File: config.mk
export PLATFORM = sky130hd
export DESIGN_NAME = if_fetch_unit_flat
export DESIGN_NICKNAME = d
export VERILOG_FILES = /design/src/rtl/if_fetch_unit_if.sv /design/src/rtl/if_fetch_unit.sv /design/src/flat_wrapper.sv
export SDC_FILE = /design/constraint.sdc
export NUM_CORES = 1
export LEC_CHECK = 0
export BUFFER_PORTS_ARGS = -buffer_cell sky130_fd_sc_hd__buf_2
export CAP_MARGIN = 20
export CORE_MARGIN = 8
export CORE_UTILIZATION = 35
export DETAILED_ROUTE_END_ITERATION = 7
export SETUP_SLACK_MARGIN = 0.15
export SLEW_MARGIN = 5
export SYNTH_ARGS = -nofsm -noshare
export SYNTH_HDL_FRONTEND = slang
export SYNTH_SLANG_ARGS = --single-unit
File: constraint.sdc
create_clock -name clk -period 5.37 [get_ports clk]
set_input_delay 1.074 -clock clk [delete_from_list [all_inputs] [get_ports clk]]
set_output_delay 1.074 -clock clk [all_outputs]
set_load 0.01 [all_outputs]
File: src/rtl/if_fetch_unit_if.sv
// Bundle of branch-control, instruction-memory and decode-handoff signals
// around the fetch stage; master is the fetch unit, slave is its environment.
interface if_fetch_unit_if #(
   parameter int unsigned ADDR_W  = 16,
   parameter int unsigned INSTR_W = 32
);
   logic               br_valid;
   logic [1:0]         bs;
   logic               ps;
   logic               z;
   logic [ADDR_W-1:0]  bra;
   logic [ADDR_W-1:0]  raa;

   logic               imem_req;
   logic [ADDR_W-1:0]  imem_addr;
   logic               imem_ack;
   logic [INSTR_W-1:0] imem_rdata;

   logic               id_valid;
   logic               id_ready;
   logic [INSTR_W-1:0] id_instr;
   logic [ADDR_W-1:0]  id_pc;
   logic [ADDR_W-1:0]  id_pc1;

   modport master (
      input  br_valid, bs, ps, z, bra, raa,
      input  imem_ack, imem_rdata,
      input  id_ready,
      output imem_req, imem_addr,
      output id_valid, id_instr, id_pc, id_pc1
   );

   modport slave (
      output br_valid, bs, ps, z, bra, raa,
      output imem_ack, imem_rdata,
      output id_ready,
      input  imem_req, imem_addr,
      input  id_valid, id_instr, id_pc, id_pc1
   );
endinterface

File: src/rtl/if_fetch_unit.sv
// Instruction-fetch stage: owns the PC, issues req/ack fetches and buffers up
// to two instructions for decode; taken branches flush all in-flight work.
//
// state   | meaning
// S_IDLE  | no fetch request outstanding
// S_FETCH | request outstanding, its data will be pushed on ack
// S_DROP  | request outstanding, its data is discarded on ack (redirect seen)
module if_fetch_unit #(
   parameter int unsigned       ADDR_W   = 16,
   parameter int unsigned       INSTR_W  = 32,
   parameter logic [ADDR_W-1:0] RESET_PC = '0
) (
   input logic             clk,
   input logic             rst_n,
   if_fetch_unit_if.master bus
);

   typedef enum logic [1:0] {S_IDLE, S_FETCH, S_DROP} state_t;

   state_t             state;
   logic               imem_req_q;
   logic [ADDR_W-1:0]  pc;
   logic [ADDR_W-1:0]  fetch_addr;
   logic [INSTR_W-1:0] fifo_instr [2];
   logic [ADDR_W-1:0]  fifo_pc    [2];
   logic               rd_ptr;
   logic               wr_ptr;
   logic [1:0]         count;

   logic               cond_taken;
   logic               redirect;
   logic [ADDR_W-1:0]  target;
   logic               xfer;
   logic               push;
   logic               pop;
   logic [1:0]         count_next;
   logic [ADDR_W-1:0]  pc_next;
   logic               busy_next;
   logic               issue;

   // Issue is decided on post-edge occupancy so a zero-wait memory streams
   // one instruction per cycle.
   always_comb begin
      cond_taken = bus.z ^ bus.ps;
      redirect   = bus.br_valid &&
                   (bus.bs[1] || ((bus.bs == 2'b01) && cond_taken));
      target     = (bus.bs == 2'b10) ? bus.raa : bus.bra;
      xfer       = imem_req_q && bus.imem_ack;
      push       = xfer && (state == S_FETCH) && !redirect;
      pop        = (count != 2'd0) && bus.id_ready && !redirect;

      if (redirect) begin
         count_next = 2'd0;
      end else begin
         count_next = count + {1'b0, push} - {1'b0, pop};
      end

      if (redirect) begin
         pc_next = target;
      end else if (push) begin
         pc_next = fetch_addr + ADDR_W'(1);
      end else begin
         pc_next = pc;
      end

      busy_next = (state != S_IDLE) && !xfer;
      issue     = !busy_next && (count_next != 2'd2);
   end

   always_ff @(posedge clk or negedge rst_n) begin
      if (!rst_n) begin
         state         <= S_IDLE;
         imem_req_q    <= 1'b0;
         pc            <= RESET_PC;
         fetch_addr    <= RESET_PC;
         fifo_instr[0] <= '0;
         fifo_instr[1] <= '0;
         fifo_pc[0]    <= RESET_PC;
         fifo_pc[1]    <= RESET_PC;
         rd_ptr        <= 1'b0;
         wr_ptr        <= 1'b0;
         count         <= 2'd0;
      end else begin
         pc    <= pc_next;
         count <= count_next;

         if (push) begin
            fifo_instr[wr_ptr] <= bus.imem_rdata;
            fifo_pc[wr_ptr]    <= fetch_addr;
         end

         if (pop) begin
            rd_ptr <= ~rd_ptr;
         end

         if (redirect) begin
            wr_ptr <= rd_ptr;
         end else if (push) begin
            wr_ptr <= ~wr_ptr;
         end

         // A request stays on the bus until acked, even across redirects.
         case (state)
            S_IDLE, S_FETCH, S_DROP: begin
               if (issue) begin
                  state      <= S_FETCH;
                  imem_req_q <= 1'b1;
                  fetch_addr <= pc_next;
               end else if (busy_next) begin
                  state      <= (redirect || (state == S_DROP)) ? S_DROP : S_FETCH;
                  imem_req_q <= 1'b1;
               end else begin
                  state      <= S_IDLE;
                  imem_req_q <= 1'b0;
               end
            end
            default: begin
               state      <= S_IDLE;
               imem_req_q <= 1'b0;
            end
         endcase
      end
   end

   assign bus.imem_req  = imem_req_q;
   assign bus.imem_addr = fetch_addr;
   assign bus.id_valid  = (count != 2'd0);
   assign bus.id_instr  = fifo_instr[rd_ptr];
   assign bus.id_pc     = fifo_pc[rd_ptr];
   assign bus.id_pc1    = fifo_pc[rd_ptr] + ADDR_W'(1);

endmodule
File: src/flat_wrapper.sv
// flat-port wrapper written by rule: the top's interface ports become plain ports
module if_fetch_unit_flat 
#(
   parameter int unsigned       ADDR_W   = 16,
   parameter int unsigned       INSTR_W  = 32,
   parameter logic [ADDR_W-1:0] RESET_PC = '0
)
  (clk, rst_n, bus_br_valid, bus_bs, bus_ps, bus_z, bus_bra, bus_raa, bus_imem_ack, bus_imem_rdata, bus_id_ready, bus_imem_req, bus_imem_addr, bus_id_valid, bus_id_instr, bus_id_pc, bus_id_pc1);
  if_fetch_unit_if #(.ADDR_W(ADDR_W), .INSTR_W(INSTR_W)) bus_i ();
  input logic clk;
  input logic rst_n;
  input wire logic [$bits(bus_i.br_valid)-1:0] bus_br_valid;
  input wire logic [$bits(bus_i.bs)-1:0] bus_bs;
  input wire logic [$bits(bus_i.ps)-1:0] bus_ps;
  input wire logic [$bits(bus_i.z)-1:0] bus_z;
  input wire logic [$bits(bus_i.bra)-1:0] bus_bra;
  input wire logic [$bits(bus_i.raa)-1:0] bus_raa;
  input wire logic [$bits(bus_i.imem_ack)-1:0] bus_imem_ack;
  input wire logic [$bits(bus_i.imem_rdata)-1:0] bus_imem_rdata;
  input wire logic [$bits(bus_i.id_ready)-1:0] bus_id_ready;
  output wire logic [$bits(bus_i.imem_req)-1:0] bus_imem_req;
  output wire logic [$bits(bus_i.imem_addr)-1:0] bus_imem_addr;
  output wire logic [$bits(bus_i.id_valid)-1:0] bus_id_valid;
  output wire logic [$bits(bus_i.id_instr)-1:0] bus_id_instr;
  output wire logic [$bits(bus_i.id_pc)-1:0] bus_id_pc;
  output wire logic [$bits(bus_i.id_pc1)-1:0] bus_id_pc1;
  assign bus_i.br_valid = bus_br_valid;
  assign bus_i.bs = bus_bs;
  assign bus_i.ps = bus_ps;
  assign bus_i.z = bus_z;
  assign bus_i.bra = bus_bra;
  assign bus_i.raa = bus_raa;
  assign bus_i.imem_ack = bus_imem_ack;
  assign bus_i.imem_rdata = bus_imem_rdata;
  assign bus_i.id_ready = bus_id_ready;
  assign bus_imem_req = bus_i.imem_req;
  assign bus_imem_addr = bus_i.imem_addr;
  assign bus_id_valid = bus_i.id_valid;
  assign bus_id_instr = bus_i.id_instr;
  assign bus_id_pc = bus_i.id_pc;
  assign bus_id_pc1 = bus_i.id_pc1;
  if_fetch_unit #(.ADDR_W(ADDR_W), .INSTR_W(INSTR_W), .RESET_PC(RESET_PC)) u_core (.clk(clk), .rst_n(rst_n), .bus(bus_i));
endmodule
### Word level (Yosys, flattened, before mapping)

Cells that the tools add are included.

| word-level totals | value |
|---|---|
| register bits after elaboration | 135 |
| input port bits | 73 |
| logic and storage cells | 74 |

| cells by class | value |
|---|---|
| add/sub/neg operators | 4 |
| magnitude comparators | 3 |
| equal/unequal tests | 5 |
| mux-type cells | 25 |
| bitwise logic cells | 5 |
| reductions and logical operators | 21 |

Operators by type and width:

| cell | number |
|---|---|
| $mux W32 | 4 |
| $mux W16 | 7 |
| $bwmux W64 | 1 |
| $add A16 B1 Y16 const B | 2 |
| $bwmux W32 | 1 |
| $demux W32 S1 | 1 |
| $demux W16 S1 | 1 |
| $logic_and A1 B1 Y1 | 10 |
| $mux W2 | 5 |
| $reduce_bool A2 Y1 | 3 |
| $mux W1 | 5 |
| $eq A2 B1 Y1 const B | 2 |
| $eq A2 B2 Y1 const B | 2 |
| $ge A2 B2 Y1 const B | 2 |
| $not A1 Y2 | 2 |
| $logic_not A1 Y1 | 3 |
| $reduce_or A3 Y1 | 1 |
| $add A2 B1 Y2 | 1 |
| $logic_not A2 Y1 | 1 |
| $logic_or A1 B1 Y1 | 2 |
| $lt A2 B1 Y1 const B | 1 |
| $ne A2 B2 Y1 const B | 1 |
| $not A1 Y1 | 2 |
| $reduce_and A2 Y1 | 1 |
| other kinds (2) | 2 |

### Logic depth before layout (Yosys ltp)

Gate-level depths: netlist of run 1.

| logic depth | value |
|---|---|
| depth in word-level cells | 13 |
| gate-level depth with buffers | 14 |
| gate-level depth less buffers | 11 |

### Worst setup path after synthesis of run 1

OpenSTA, ideal clock, no wires.

| timing | value |
|---|---|
| kind | in2reg |
| from | input bus_br_valid |
| to | register u_core.fetch_addr[13] (netlist: u_core.bus.imem_addr[13]) |
| setup time | 0.126 ns |
| arrival | 3.544 ns |
| slack | 1.700 ns |
| cell stages on the path | 13 |
| cells stage by stage | and2_1 > a21oi_1 > buf_2 > and3_1 > ha_1 > inv_1 > ha_1 > xnor3_1 > a2111oi_4 > nor2_2 > buf_2 > a21oi_1 > a21oi_1 |

RTL lines:

| what | RTL line | text |
|---|---|---|
| start, declared | flat_wrapper.sv:12 | `input wire logic [$bits(bus_i.br_valid)-1:0] bus_br_valid;` |
| $logic_and A1 B1 Y1 | if_fetch_unit.sv:45 | `redirect = bus.br_valid &&` |
| $logic_not A1 Y1 | if_fetch_unit.sv:50 | `pop = (count != 2'd0) && bus.id_ready && !redirect;` |
| $logic_and A1 B1 Y1 | if_fetch_unit.sv:50 |  |
| net u_core.pop | if_fetch_unit.sv:35 | `logic pop;` |
| $sub A2 B1 Y2 | if_fetch_unit.sv:55 | `count_next = count + {1'b0, push} - {1'b0, pop};` |
| $mux W2 | if_fetch_unit.sv:52 | `if (redirect) begin` |
| $ne A2 B2 Y1 | if_fetch_unit.sv:67 | `issue = !busy_next && (count_next != 2'd2);` |
| $logic_and A1 B1 Y1 | if_fetch_unit.sv:67 |  |
| $reduce_and A2 Y1 (no source line) | n/a |  |
| end signal, assigned | if_fetch_unit.sv:108 | `fetch_addr <= pc_next;` |
| end, declared | if_fetch_unit.sv:23 | `logic [ADDR_W-1:0] fetch_addr;` |

The timed path passes the listed nets, and every way through them passes these cells.
A chain may end at the register's enable or synchronous reset.

### Final worst setup path of run 1

| timing | value |
|---|---|
| from | register u_core.rd_ptr |
| to | output bus_id_pc1[15] |

| on the way | value |
|---|---|
| longest elaborated chain between the ends | 5 |

Ends and longest elaborated chain:

| what | RTL line | text |
|---|---|---|
| start, declared | if_fetch_unit.sv:26 | `logic rd_ptr;` |
| start signal, assigned | if_fetch_unit.sv:93 | `rd_ptr <= ~rd_ptr;` |
| $not A1 Y2 (implied by the code) | if_fetch_unit.sv:130 | `assign bus.id_pc1 = fifo_pc[rd_ptr] + ADDR_W'(1);` |
| $mux W16 (implied by the code) (3 in series) | if_fetch_unit.sv:130 |  |
| $add A16 B1 Y16 | if_fetch_unit.sv:130 |  |
| end, declared | flat_wrapper.sv:26 | `output wire logic [$bits(bus_i.id_pc1)-1:0] bus_id_pc1;` |

Every way passes these cells. The select of a mux whose other input is x is not followed.

==> qor.csv, run 1 <==
stage;metric;value;unit
placement;Routability Congestion;0.807;
power;PD cells;647;nW/um2
critical_path;Crit Path Category;reg -> out;
grt;antenna violations before repair;0;
placement;Area after DPL;7880;um2
power;Sw Ratio;37.0;%
power;Seq pwr share;36.0;%
sta;Slew @ Worst Pin;1.02;ns
clock_network;root buffer cell;clkbuf_16;
drt;vias per cell;5.06;
drt;wire length per cell;17.9;um
grt;largest net degree at the start of global routing;80;
logic_synthesis;Synth area leader;dfrtp_1;
critical_path;CP startpoint kind;flip-flop;
critical_path;WP data arrival;3.00;ns
critical_path;R2R depth;8;
clock_network;htree depth;4;
power;worst vdd ir;0.373;mV
worst_hold_path;Hold Crit Class;reg -> reg;
placement;IO Port Bufs;154;
critical_path;CP endpoint kind;primary output;
floorplan;IO Count;155;
flow_run;max cap viols;0;
grt;Tot GR Track Use;14.8;%
sta;final-report max-slew violation count;0;
logic_synthesis;Post-synth EDFFs;0;
critical_path;CP Cell Sequence;nand3_1, a221oi_2, nand3_1, nor2_1, xor2_1, buf_2;
floorplan;Core Area;19400;um2
clock_network;post-CTS resize count;0;
critical_path;CP required;4.30;ns
critical_path;Crit Path Max Fanout;39;
logic_synthesis;Mapped Area;6900;um2
final_layout;# diodes;0;
sta;RSZ-0062 raised after global routing;no;
critical_path;slowest stage delay, CP;0.93;ns
floorplan;Rows;51;
logic_synthesis;Post-synth ARST share;100;%
final_layout;fillcell total;1872;
sta;final setup fails;0;
final_layout;design area;8450;um2
sta;final period utilization;75.9;%
floorplan;DIE HEIGHT;156;um
sta;Rel. slew slack;31.5;%
critical_path;most frequent CP cell;nand3_1;
sta;Final Skew;0.00929;ns
sta;fmax;0.245;GHz
drt;initial DRC count;156;
power;Comb power frac;43.5;%
logic_synthesis;Seq/Total Area, Yosys;48.9;%
drt;number of detailed-route iterations in the first pass;4;
clock_network;Clk pin slew, worst setup/hold paths;0.06;ns
logic_synthesis;share of the synthesized area in the top cell type;48.9;%
drt;vias post-DR;5008;
clock_network;Setup Buffers After CTS;0;
clock_network;Max clock buf depth;2;
placement;pre-CTS setup slack;1.13;ns
clock_network;total CTS buffers;17;
grt;gr ovfl total;0;
outcome;run status;complete, no violations;
worst_hold_path;Min-Delay Path Depth;2;
floorplan;Initial Utilization;35.6;%
grt;first-pass GRT wire length;28400;um
logic_synthesis;largest cells by area after synthesis;dfrtp_1 (49%), mux2_2 (24%), mux2i_1 (3.8%);
clock_network;CTS tree;yes;
power;Cell Int Power;3.44;mW
final_layout;area delta synth->final;22.5;%
logic_synthesis;Syn. warnings;0;
grt;vias in the first global route;5499;
final_layout;Core Util, Final;43.6;%
clock_network;Post-CTS Hold Fix Bufs;0;
clock_network;Clock Latency Late Sink;0.41;ns
logic_synthesis;Avg Inst Size Synth;12.1;um2
drt;DR DRC count;0;
clock_network;clock sinks;135;
logic_synthesis;Primary FF master, synth;dfrtp_1;
sta;Worst Setup Slack, final;1.29;ns
sta;post-route minimum period;4.08;ns
logic_synthesis;Cells after Synth;569;
floorplan;die width;156;um
final_layout;Layout Nets;791;
critical_path;Worst path slowest cell;dfrtp_2;
floorplan;area of the die;24500;um2
power;Switching Power;2.03;mW
power;Pleak;3.82;nW
sta;setup tns final;0;ns
logic_synthesis;post-synthesis register bit count;135;
placement;hpwl dp;12700;um
drt;post-route ant nets;0;
logic_synthesis;Synth Net Count;646;
logic_synthesis;synth unique cells;54;
drt;Total Routed Length;17800;um
final_layout;layout cells sized above 1;48.3;%
sta;Hold Fails Final Rpt;0;
power;clock share of power;20.6;%
power;Total Power;5.47;mW
-- state kept, by name, summed over array words and instances, names as in the netlist --
| register | flops |
|---|---|
| u_core.fifo_instr | 64 |
| u_core.fifo_pc | 32 |
| u_core.bus.imem_addr | 16 |
| u_core.pc | 16 |
| u_core.count | 2 |
| u_core.state | 2 |
| u_core.bus.imem_req | 1 |
| u_core.rd_ptr | 1 |
| u_core.wr_ptr | 1 |
-- Yosys cell counts (2+ instances only) --
cell type and n:
o22ai_1 4, buf_6 3, buf_2 25, o21ai_0 21, or2_2 2, a21oi_1 18, o211ai_1 3, dfrtp_1 135
a31oi_1 2, nor3_1 2, nor2_1 23, and2_1 5, or3_1 2, nand4_1 2, clkbuf_1 3, xor2_1 9
nand4b_1 2, xnor2_1 20, mux2i_1 26, inv_1 10, a21o_1 5, nand2_1 33, buf_4 3, mux2_2 145
ha_1 4, nor2b_1 4, nand3b_1 4, nand3_1 21, a21boi_0 5, and3_1 4
-- cells in the final DEF, fill, tap and decap left out, types with 9 or more instances in the layout --
cell type / netlist / final
buf_2: 25 / 153
mux2_2: 145 / 145
dfrtp_1: 135 / 134
nand2_1: 33 / 32
mux2i_1: 26 / 26
nor2_1: 23 / 22
nand3_1: 21 / 21
o21ai_0: 21 / 21
xnor2_1: 20 / 20
a21oi_1: 18 / 18
clkbuf_16: 0 / 17
inv_1: 10 / 10
xor2_1: 9 / 9
-- worst max-delay path, delay by kind of cell, from the launching register on --
| family | cells | cell delay, ns |
|---|---|---|
| compound gates | 1 | 0.64 |
| simple gates | 3 | 0.66 |
| buf+inv | 1 | 0.15 |
| xor+xnor | 1 | 0.15 |
| flops | 1 | 0.93 |
-- cells by family (layout without fill, tap and decap cells) --
| group | count (synthesis) | count (layout) | share of synthesized area, % |
|---|---|---|---|
| multiplexers | 171 | 171 | 27.4 |
| flip-flops | 135 | 135 | 48.9 |
| adder cells (fa/ha/maj) | 5 | 5 | 0.870 |
| buffers and inverters | 44 | 200 | 3.34 |
| XOR/XNOR | 30 | 30 | 4.01 |
| AO/OA/AOI/OAI | 72 | 72 | 7.03 |
| AND/OR/NAND/NOR | 112 | 112 | 8.38 |
-- power by group through the flow --
stage	combinational (mW)	sequential, mW	clock (mW)
CTS	2.43	1.97	1.15
finish	2.38	1.97	1.12
floorplan	1.74	1.79	0
global placement	2.36	1.94	0
detailed placement	2.41	1.99	0
global route	2.60	2.04	1.21
-- per-layer routing --
metal | GRT usage, % | up-vias | wire length (um)
met1 | 16.0 | 2493 | 6930
li1 | - | 2318 | -
met4 | 4.85 | 0 | 323
met5 | 0 | - | 0
met2 | 26.0 | 169 | 8980
met3 | 5.82 | 28 | 1530
-- layout make-up --
| class | count | area (um2) | area share [%] |
|---|---|---|---|
| clock buffer | 24 | 512 | 6.05 |
| timing repair buffer | 160 | 822 | 9.72 |
| multi-input combinational | 390 | 3310 | 39.1 |
| clock inverter | 6 | 66.3 | 0.784 |
| sequential | 135 | 3380 | 40.0 |
| inverter | 10 | 37.5 | 0.444 |
| tap | 265 | 332 | 3.92 |
-- path summary, 6_finish.rpt --
kind                                          from                  endpoint  slack (ns)
worst max-delay path                 u_core.rd_ptr            bus_id_pc1[15]        1.29
worst min-delay path            u_core.fifo_pc[14]        u_core.fifo_pc[14]        0.48
worst max register to register     u_core.state[1]   u_core.bus.imem_addr[4]        1.78
worst min register to register  u_core.fifo_pc[14]        u_core.fifo_pc[14]        0.48
max in group asynchronous                    rst_n     u_core.fifo_instr[22]        3.47
min in group asynchronous                    rst_n  u_core.bus.imem_addr[15]        0.70
-- per-stage QoR --
stage	instances	hold slack, ns
2_1_floorplan	569	0.444
3_3_place_gp	960	0.464
3_5_place_dp	960	0.472
4_1_cts	990	0.485
5_1_grt	990	0.512
6_report	990	0.484
Power figures use the tool's default switching activity.
==> inputs of run 2 (changes only) <==
ABC_AREA = 1   (was not set)
clock period = 4.1 ns   (was 5.37 ns; I/O delays follow)
==> run 2 against run 1 <==
Compared with the run above:
- total power increased by 29%
- critical path depth is 4 higher
- setup slack got worse by 0.81 ns
- clock skew decreased by 0.0029 ns
- first-iteration DRC count increased to 2.9 times the previous value
- clock-buffer cell count down 6
- sequential power is 20% higher
- clock power increased by 54%
- critical endpoint is now bus_id_pc1[10]
- largest power group unchanged
==> qor.csv, run 2 <==
stage;metric;value;unit;change
power;worst vdd ir;0.347;mV;-7.0%
logic_synthesis;Syn. warnings;0;;unchanged
final_layout;Biggest register;u_core.fifo_instr;;
logic_synthesis;Mapped Area;6860;um2;-0.63%
sta;post-route minimum period;3.62;ns;
sta;final period utilization;88.2;%;
logic_synthesis;post-synthesis register bit count;135;;unchanged
placement;IO Port Bufs;154;;unchanged
logic_synthesis;Synth Area in Compound Gates;9.27;%;+2.2 points
logic_synthesis;Cells after Synth;910;;+60%
sta;RSZ-0062 raised after global routing;no;;
logic_synthesis;post-synthesis mux area share;0;%;-27 points
grt;Tot GR Track Use;15.7;%;+0.91 points
final_layout;Top Registers;u_core.fifo_instr x64, u_core.fifo_pc x32;;
sta;Hold Fails Final Rpt;0;;unchanged
power;Cell Int Power;4.15;mW;+21%
grt;first-pass GRT wire length;30800;um;+8.6%
logic_synthesis;simple-gate share of the synthesized area;29.5;%;+21 points
final_layout;# diodes;0;;unchanged
clock_network;Post-CTS Hold Fix Bufs;0;;unchanged
critical_path;CP startpoint kind;flip-flop;;
final_layout;area delta synth->final;23.6;%;
sta;final setup fails;0;;unchanged
placement;hpwl dp;13600;um;+6.5%
critical_path;WP data arrival;2.80;ns;-0.20 ns
logic_synthesis;share of the synthesized area in the top cell type;49.3;%;+0.31 points
logic_synthesis;Synth Net Count;987;;+53%
drt;Total Routed Length;18500;um;+4.2%
floorplan;die width;156;um;-0.29%
flow_run;max cap viols;0;;unchanged
floorplan;Rows;51;;unchanged
logic_synthesis;largest family of logic cells by synthesized area;simple AND/OR/NAND/NOR gates;;
critical_path;R2R Path End;u_core.bus.imem_addr[12];;
drt;vias post-DR;6119;;+22%
final_layout;layout cells sized above 1;19.9;%;-28 points
grt;largest net degree at the start of global routing;97;;+21%
critical_path;CP required;3.28;ns;-1.02 ns
sta;fmax;0.276;GHz;
sta;Slew @ Worst Pin;0.923;ns;-0.0998 ns
logic_synthesis;Seq/Total Area, Yosys;49.3;%;+0.31 points
clock_network;Clk pin slew, worst setup/hold paths;0.06;ns;about the same
final_layout;Layout Nets;1127;;+42%
grt;vias in the first global route;5868;;+6.7%
clock_network;post-CTS resize count;0;;unchanged
clock_network;clock sinks;135;;unchanged
power;Total Power;7.04;mW;+29%
logic_synthesis;Synth Area in XOR/XNOR;2.43;%;-1.6 points
final_layout;commonest cells after routing, fill and taps aside;nand2_1 (358), buf_2 (153), dfrtp_1 (134);;
final_layout;flip-flop count of the largest register after layout;64;;unchanged
logic_synthesis;Avg Inst Size Synth;7.54;um2;-38%
clock_network;htree depth;4;;unchanged
sta;Rel. slew slack;38.5;%;+7.0 points
logic_synthesis;largest cells by area after synthesis;dfrtp_1 (49%), nand2_1 (20%), inv_1 (4.8%);;
critical_path;Crit Path Max Fanout;31;;-21%
clock_network;total CTS buffers;17;;unchanged
power;Switching Power;2.90;mW;+43%
drt;vias per cell;4.61;;-8.9%
clock_network;CTS tree;yes;;
clock_network;Clock Latency Late Sink;0.41;ns;about the same
floorplan;Core Area;19300;um2;-0.33%
outcome;run status;complete, no violations;;
logic_synthesis;most frequent cells after synthesis;nand2_1 (359), dfrtp_1 (135), inv_1 (88);;
clock_network;root buffer cell;clkbuf_16;;
logic_synthesis;synth unique cells;32;;-41%
drt;number of detailed-route iterations in the first pass;5;;+1
power;PD cells;831;nW/um2;+28%
worst_hold_path;Hold Crit Class;in -> async;;
critical_path;CP endpoint kind;primary output;;
drt;initial DRC count;450;;+190%
floorplan;Initial Utilization;35.5;%;-0.11 points
critical_path;R2R depth;13;;+5
clock_network;Setup Buffers After CTS;0;;unchanged
logic_synthesis;Synth area leader;dfrtp_1;;
logic_synthesis;Post-synth EDFFs;0;;unchanged
power;Sw Ratio;41.1;%;+4.1 points
power;Comb power frac;41.7;%;-1.8 points
power;clock share of power;24.6;%;+4.0 points
floorplan;area of the die;24300;um2;-0.57%
logic_synthesis;adder-cell area share of the yosys netlist;0.730;%;-0.14 points
grt;gr ovfl total;0;;unchanged
clock_network;Max clock buf depth;2;;unchanged
final_layout;Core Util, Final;43.9;%;+0.27 points
sta;setup tns final;0;ns;unchanged
power;Pleak;4.60;nW;+20%
critical_path;critical register-to-register path startpoint;u_core.state[0];;
floorplan;DIE HEIGHT;156;um;-0.29%
drt;DR DRC count;0;;unchanged
floorplan;IO Count;155;;unchanged
power;Seq pwr share;33.7;%;-2.3 points
final_layout;most common cell after layout, fill and taps aside;nand2_1;;
critical_path;Crit Path Category;reg -> out;;
sta;Final Skew;0.00636;ns;-0.00293 ns
grt;antenna violations before repair;0;;unchanged
sta;final-report max-slew violation count;0;;unchanged
logic_synthesis;Primary FF master, synth;dfrtp_1;;
logic_synthesis;Post-synth ARST share;100;%;unchanged
critical_path;Worst R2R Setup Slack;1.36;ns;-0.42 ns
logic_synthesis;most numerous cell in the Yosys netlist;nand2_1;;
drt;wire length per cell;13.9;um;-22%
drt;post-route ant nets;0;;unchanged
placement;Routability Congestion;0.825;;+2.2%
[run 2: cell types whose count changed in the layout (fill, tap and decap cells not counted), sizes merged, moves of 6 or more]
cell	delta
nand2	+329
mux2	-145
o21ai	+90
inv	+86
nand3	+32
mux2i	-26
nor2	+19
xnor2	-18
nand4	+13
a21oi	-9
xor2	+8
clkbuf	-6
[run 2: metal layers]
layer  global-route usage, %  vias to the layer above  share of wire (%)
li1                        -                     3139                  -
met1                    23.1                     2777                 52
met2                    22.3                      186                 40
met3                    3.96                       17                6.8
met4                    4.16                        0                1.1
met5                       0                        -                  0
[run 2: power by group through the flow]
stage	sequential [mW]	combinational, mW	clock (mW)
after floorplan	2.27	1.95	0
after global placement	2.38	2.95	0
after detailed placement	2.39	2.98	0
after CTS	2.37	2.99	1.77
after global routing	2.46	3.36	1.83
final	2.37	2.94	1.73
[run 2: critical path, cell delays in order (launching register included)]
cell and delay (ns):
dfrtp_2 0.61, inv_2 0.19, buf_4 0.31, nand2_1 0.08, nand2_1 0.11, ha_1 0.19, inv_1 0.07, nor3_2 0.34
nand3_1 0.15, xor2_1 0.16, buf_2 0.17
[run 2: worst max-delay path by stage]
| stage | start | slack, ns | end | depth (start not counted) |
|---|---|---|---|---|
| final | u_core.rd_ptr | 0.48 | bus_id_pc1[10] | 10 |
| after global routing | u_core.rd_ptr | 0.25 | bus_id_pc1[9] | 11 |
| after CTS | u_core.rd_ptr | 0.46 | bus_id_pc1[10] | 10 |
| after detailed placement | bus_imem_ack | 0.84 | u_core.bus.imem_addr[7] | 13 |
| after global placement | bus_imem_ack | 0.88 | u_core.bus.imem_addr[6] | 13 |
| after floorplan | bus_bs[1] | 0.98 | u_core.bus.imem_addr[10] | 17 |
[run 2: area by class of cell]
type | count | area (um2)
flip-flops and latches | 135 | 3380
well taps | 265 | 332
clock inverters | 14 | 244
fillers | 1970 | 10900
clock buffers | 18 | 429
inverters | 94 | 353
multi-input cells | 638 | 2880
repair buffers | 164 | 865
[run 2: per-stage QoR]
step | hold WS (ns) | setup WS [ns] | area [um2] | cells
2_1_floorplan | 0.446 | 0.984 | 6860 | 910
3_3_place_gp | 0.462 | 0.878 | 7810 | 1296
3_5_place_dp | 0.468 | 0.835 | 7810 | 1296
4_1_cts | 0.482 | 0.457 | 8480 | 1328
5_1_grt | 0.508 | 0.246 | 8480 | 1328
6_report | 0.477 | 0.482 | 8480 | 1328
[run 2: kinds of logic (layout without fill, tap and decap cells)]
group | Yosys count | count (layout)
adders and majority gates | 4 | 4
and+or+nand+nor | 490 | 490
xor gates and xnor gates | 19 | 19
buffers and inverters | 137 | 290
DFF | 135 | 135
AOI/OAI and AO/OA | 125 | 125
==> inputs of run 3 (changes only) <==
BUFFER_PORTS_ARGS = -buffer_cell sky130_fd_sc_hd__buf_4   (was -buffer_cell sky130_fd_sc_hd__buf_2)
clock period = 4.5 ns   (was 4.1 ns; I/O delays follow)
==> run 3 against run 2 <==
Compared with the run above:
- worst hold slack better by 0.0025 ns
- clock skew up 0.0015 ns
- utilization up 1.5 points
- combinational power about the same
==> qor.csv, run 3 (synthesis gave the netlist of run 2 again) <==
stage;metric;value;unit;change
floorplan;die width;156;um;unchanged
final_layout;area delta synth->final;28.0;%;
critical_path;Worst R2R Setup Slack;1.80;ns;+0.44 ns
sta;final setup fails;0;;unchanged
floorplan;IO Count;155;;unchanged
placement;hpwl dp;14000;um;+3.3%
final_layout;Layout Nets;1128;;+0.089%
power;worst vdd ir;0.234;mV;-32%
clock_network;Clk pin slew, worst setup/hold paths;0.06;ns;about the same
clock_network;clock sinks;135;;unchanged
sta;Slew @ Worst Pin;0.871;ns;-0.0513 ns
final_layout;Core Util, Final;45.4;%;+1.5 points
clock_network;Max clock buf depth;2;;unchanged
placement;Routability Congestion;0.860;;+4.3%
critical_path;CP endpoint kind;primary output;;
sta;setup tns final;0;ns;unchanged
sta;fmax;0.258;GHz;
critical_path;critical register-to-register path startpoint;u_core.state[0];;
critical_path;CP startpoint kind;flip-flop;;
critical_path;R2R depth;14;;+1
grt;antenna violations before repair;0;;unchanged
clock_network;total CTS buffers;17;;unchanged
sta;RSZ-0062 raised after global routing;no;;
clock_network;Post-CTS Hold Fix Bufs;0;;unchanged
sta;final-report max-slew violation count;0;;unchanged
drt;Total Routed Length;19100;um;+3.2%
drt;DR DRC count;0;;unchanged
final_layout;layout cells sized above 1;19.9;%;unchanged
power;PD cells;736;nW/um2;-11%
power;Total Power;6.46;mW;-8.2%
final_layout;flip-flop count of the largest register after layout;64;;unchanged
clock_network;Clock Latency Late Sink;0.42;ns;about the same
clock_network;htree depth;4;;unchanged
clock_network;CTS tree;yes;;
drt;vias post-DR;6197;;+1.3%
grt;Tot GR Track Use;15.9;%;+0.20 points
worst_hold_path;hold path start;u_core.fifo_pc[26];;
sta;Final Skew;0.00783;ns;+0.00147 ns
floorplan;Initial Utilization;35.5;%;unchanged
worst_hold_path;Min-Delay Path Depth;2;;
outcome;run status;complete, no violations;;
grt;vias in the first global route;5991;;+2.1%
clock_network;Setup Buffers After CTS;0;;unchanged
grt;first-pass GRT wire length;31000;um;+0.41%
drt;wire length per cell;14.4;um;+3.2%
floorplan;Core Area;19300;um2;unchanged
floorplan;Rows;51;;unchanged
sta;Hold Fails Final Rpt;0;;unchanged
final_layout;most common cell after layout, fill and taps aside;nand2_1;;
critical_path;CP required;3.60;ns;+0.32 ns
worst_hold_path;Hold Crit Class;reg -> reg;;
floorplan;area of the die;24300;um2;unchanged
grt;gr ovfl total;0;;unchanged
clock_network;root buffer cell;clkbuf_16;;
worst_hold_path;Hold EP;u_core.fifo_pc[26];;
final_layout;# diodes;0;;unchanged
drt;vias per cell;4.67;;+1.3%
critical_path;WP data arrival;2.98;ns;+0.18 ns
final_layout;Top Registers;u_core.fifo_instr x64, u_core.fifo_pc x32;;
sta;Rel. slew slack;41.9;%;+3.4 points
drt;number of detailed-route iterations in the first pass;7;;+2
sta;post-route minimum period;3.88;ns;
critical_path;CP Launch Point;u_core.rd_ptr;;
drt;post-route ant nets;0;;unchanged
critical_path;R2R Path End;u_core.bus.imem_addr[11];;
critical_path;Crit Path Category;reg -> out;;
placement;IO Port Bufs;154;;unchanged
flow_run;max cap viols;0;;unchanged
sta;final period utilization;86.2;%;
final_layout;commonest cells after routing, fill and taps aside;nand2_1 (358), buf_4 (162), dfrtp_1 (134);;
critical_path;Crit Path Max Fanout;31;;unchanged
clock_network;post-CTS resize count;0;;unchanged
grt;largest net degree at the start of global routing;93;;-4.1%
final_layout;Biggest register;u_core.fifo_instr;;
floorplan;DIE HEIGHT;156;um;unchanged
power;Pleak;4.67;nW;+1.6%
drt;initial DRC count;409;;-9.1%
run 3: changes by cell type in the layout (fill, tap and decap cells not counted):
| cell | change |
|---|---|
| buf_12 | +1 |
| clkinv_4 | +4 |
| clkinv_2 | +1 |
| inv_6 | -4 |
| buf_4 | +153 |
| buf_2 | -153 |
| clkbuf_8 | +3 |
| bufinv_16 | -5 |
run 3: worst max path at each step:
stage / to / depth (start not counted)
4_1_cts: bus_id_pc1[10] / 9
3_5_place_dp: bus_id_pc1[10] / 9
5_1_grt: bus_id_pc1[10] / 9
3_3_place_gp: bus_id_pc1[10] / 9
2_1_floorplan: u_core.bus.imem_addr[10] / 17
6_report: bus_id_pc1[10] / 9
run 3: final cells by class:
class | count | area [um2]
Timing Repair Buffer | 165 | 1270
Clock buffer | 21 | 470
Multi-Input combinational cell | 638 | 2880
Clock inverter | 10 | 98.8
Inverter | 94 | 353
Fill cell | 2029 | 10600
Sequential cell | 135 | 3380
Tap cell | 265 | 332
run 3: through the flow:
step                instances  hold slack [ns]  instance area (um2)  worst slack [ns]
finish                   1328            0.479                 8780             0.622
CTS                      1328            0.483                 8780             0.602
floorplan                 910            0.446                 6860              1.30
global route             1328            0.505                 8780             0.423
global placement         1297            0.464                 8210              1.16
detailed placement       1297            0.469                 8210              1.07
run 3: metal layers:
| metal | GRT usage (%) | routed length (um) | part of all wire (%) |
|---|---|---|---|
| met4 | 4.48 | 185 | 0.97 |
| met2 | 22.8 | 7920 | 41 |
| met5 | 0 | 0 | 0 |
| met3 | 5.26 | 1670 | 8.8 |
| met1 | 22.4 | 9320 | 49 |
run 3: critical path, cell delays in order, from the launching register on:
cell	delay (ns)
dfrtp_2	0.67
buf_4	0.38
o21ai_0	0.21
inv_1	0.15
ha_1	0.20
inv_1	0.07
nor3_2	0.34
nand3_1	0.17
xor2_1	0.17
buf_4	0.17
run 3: power breakdown:
part	switching (mW)	internal [mW]	total, mW
logic	1.72	1.24	2.96
clock network	0.520	0.802	1.32
registers	0.417	1.76	2.18
total	2.66	3.81	6.46
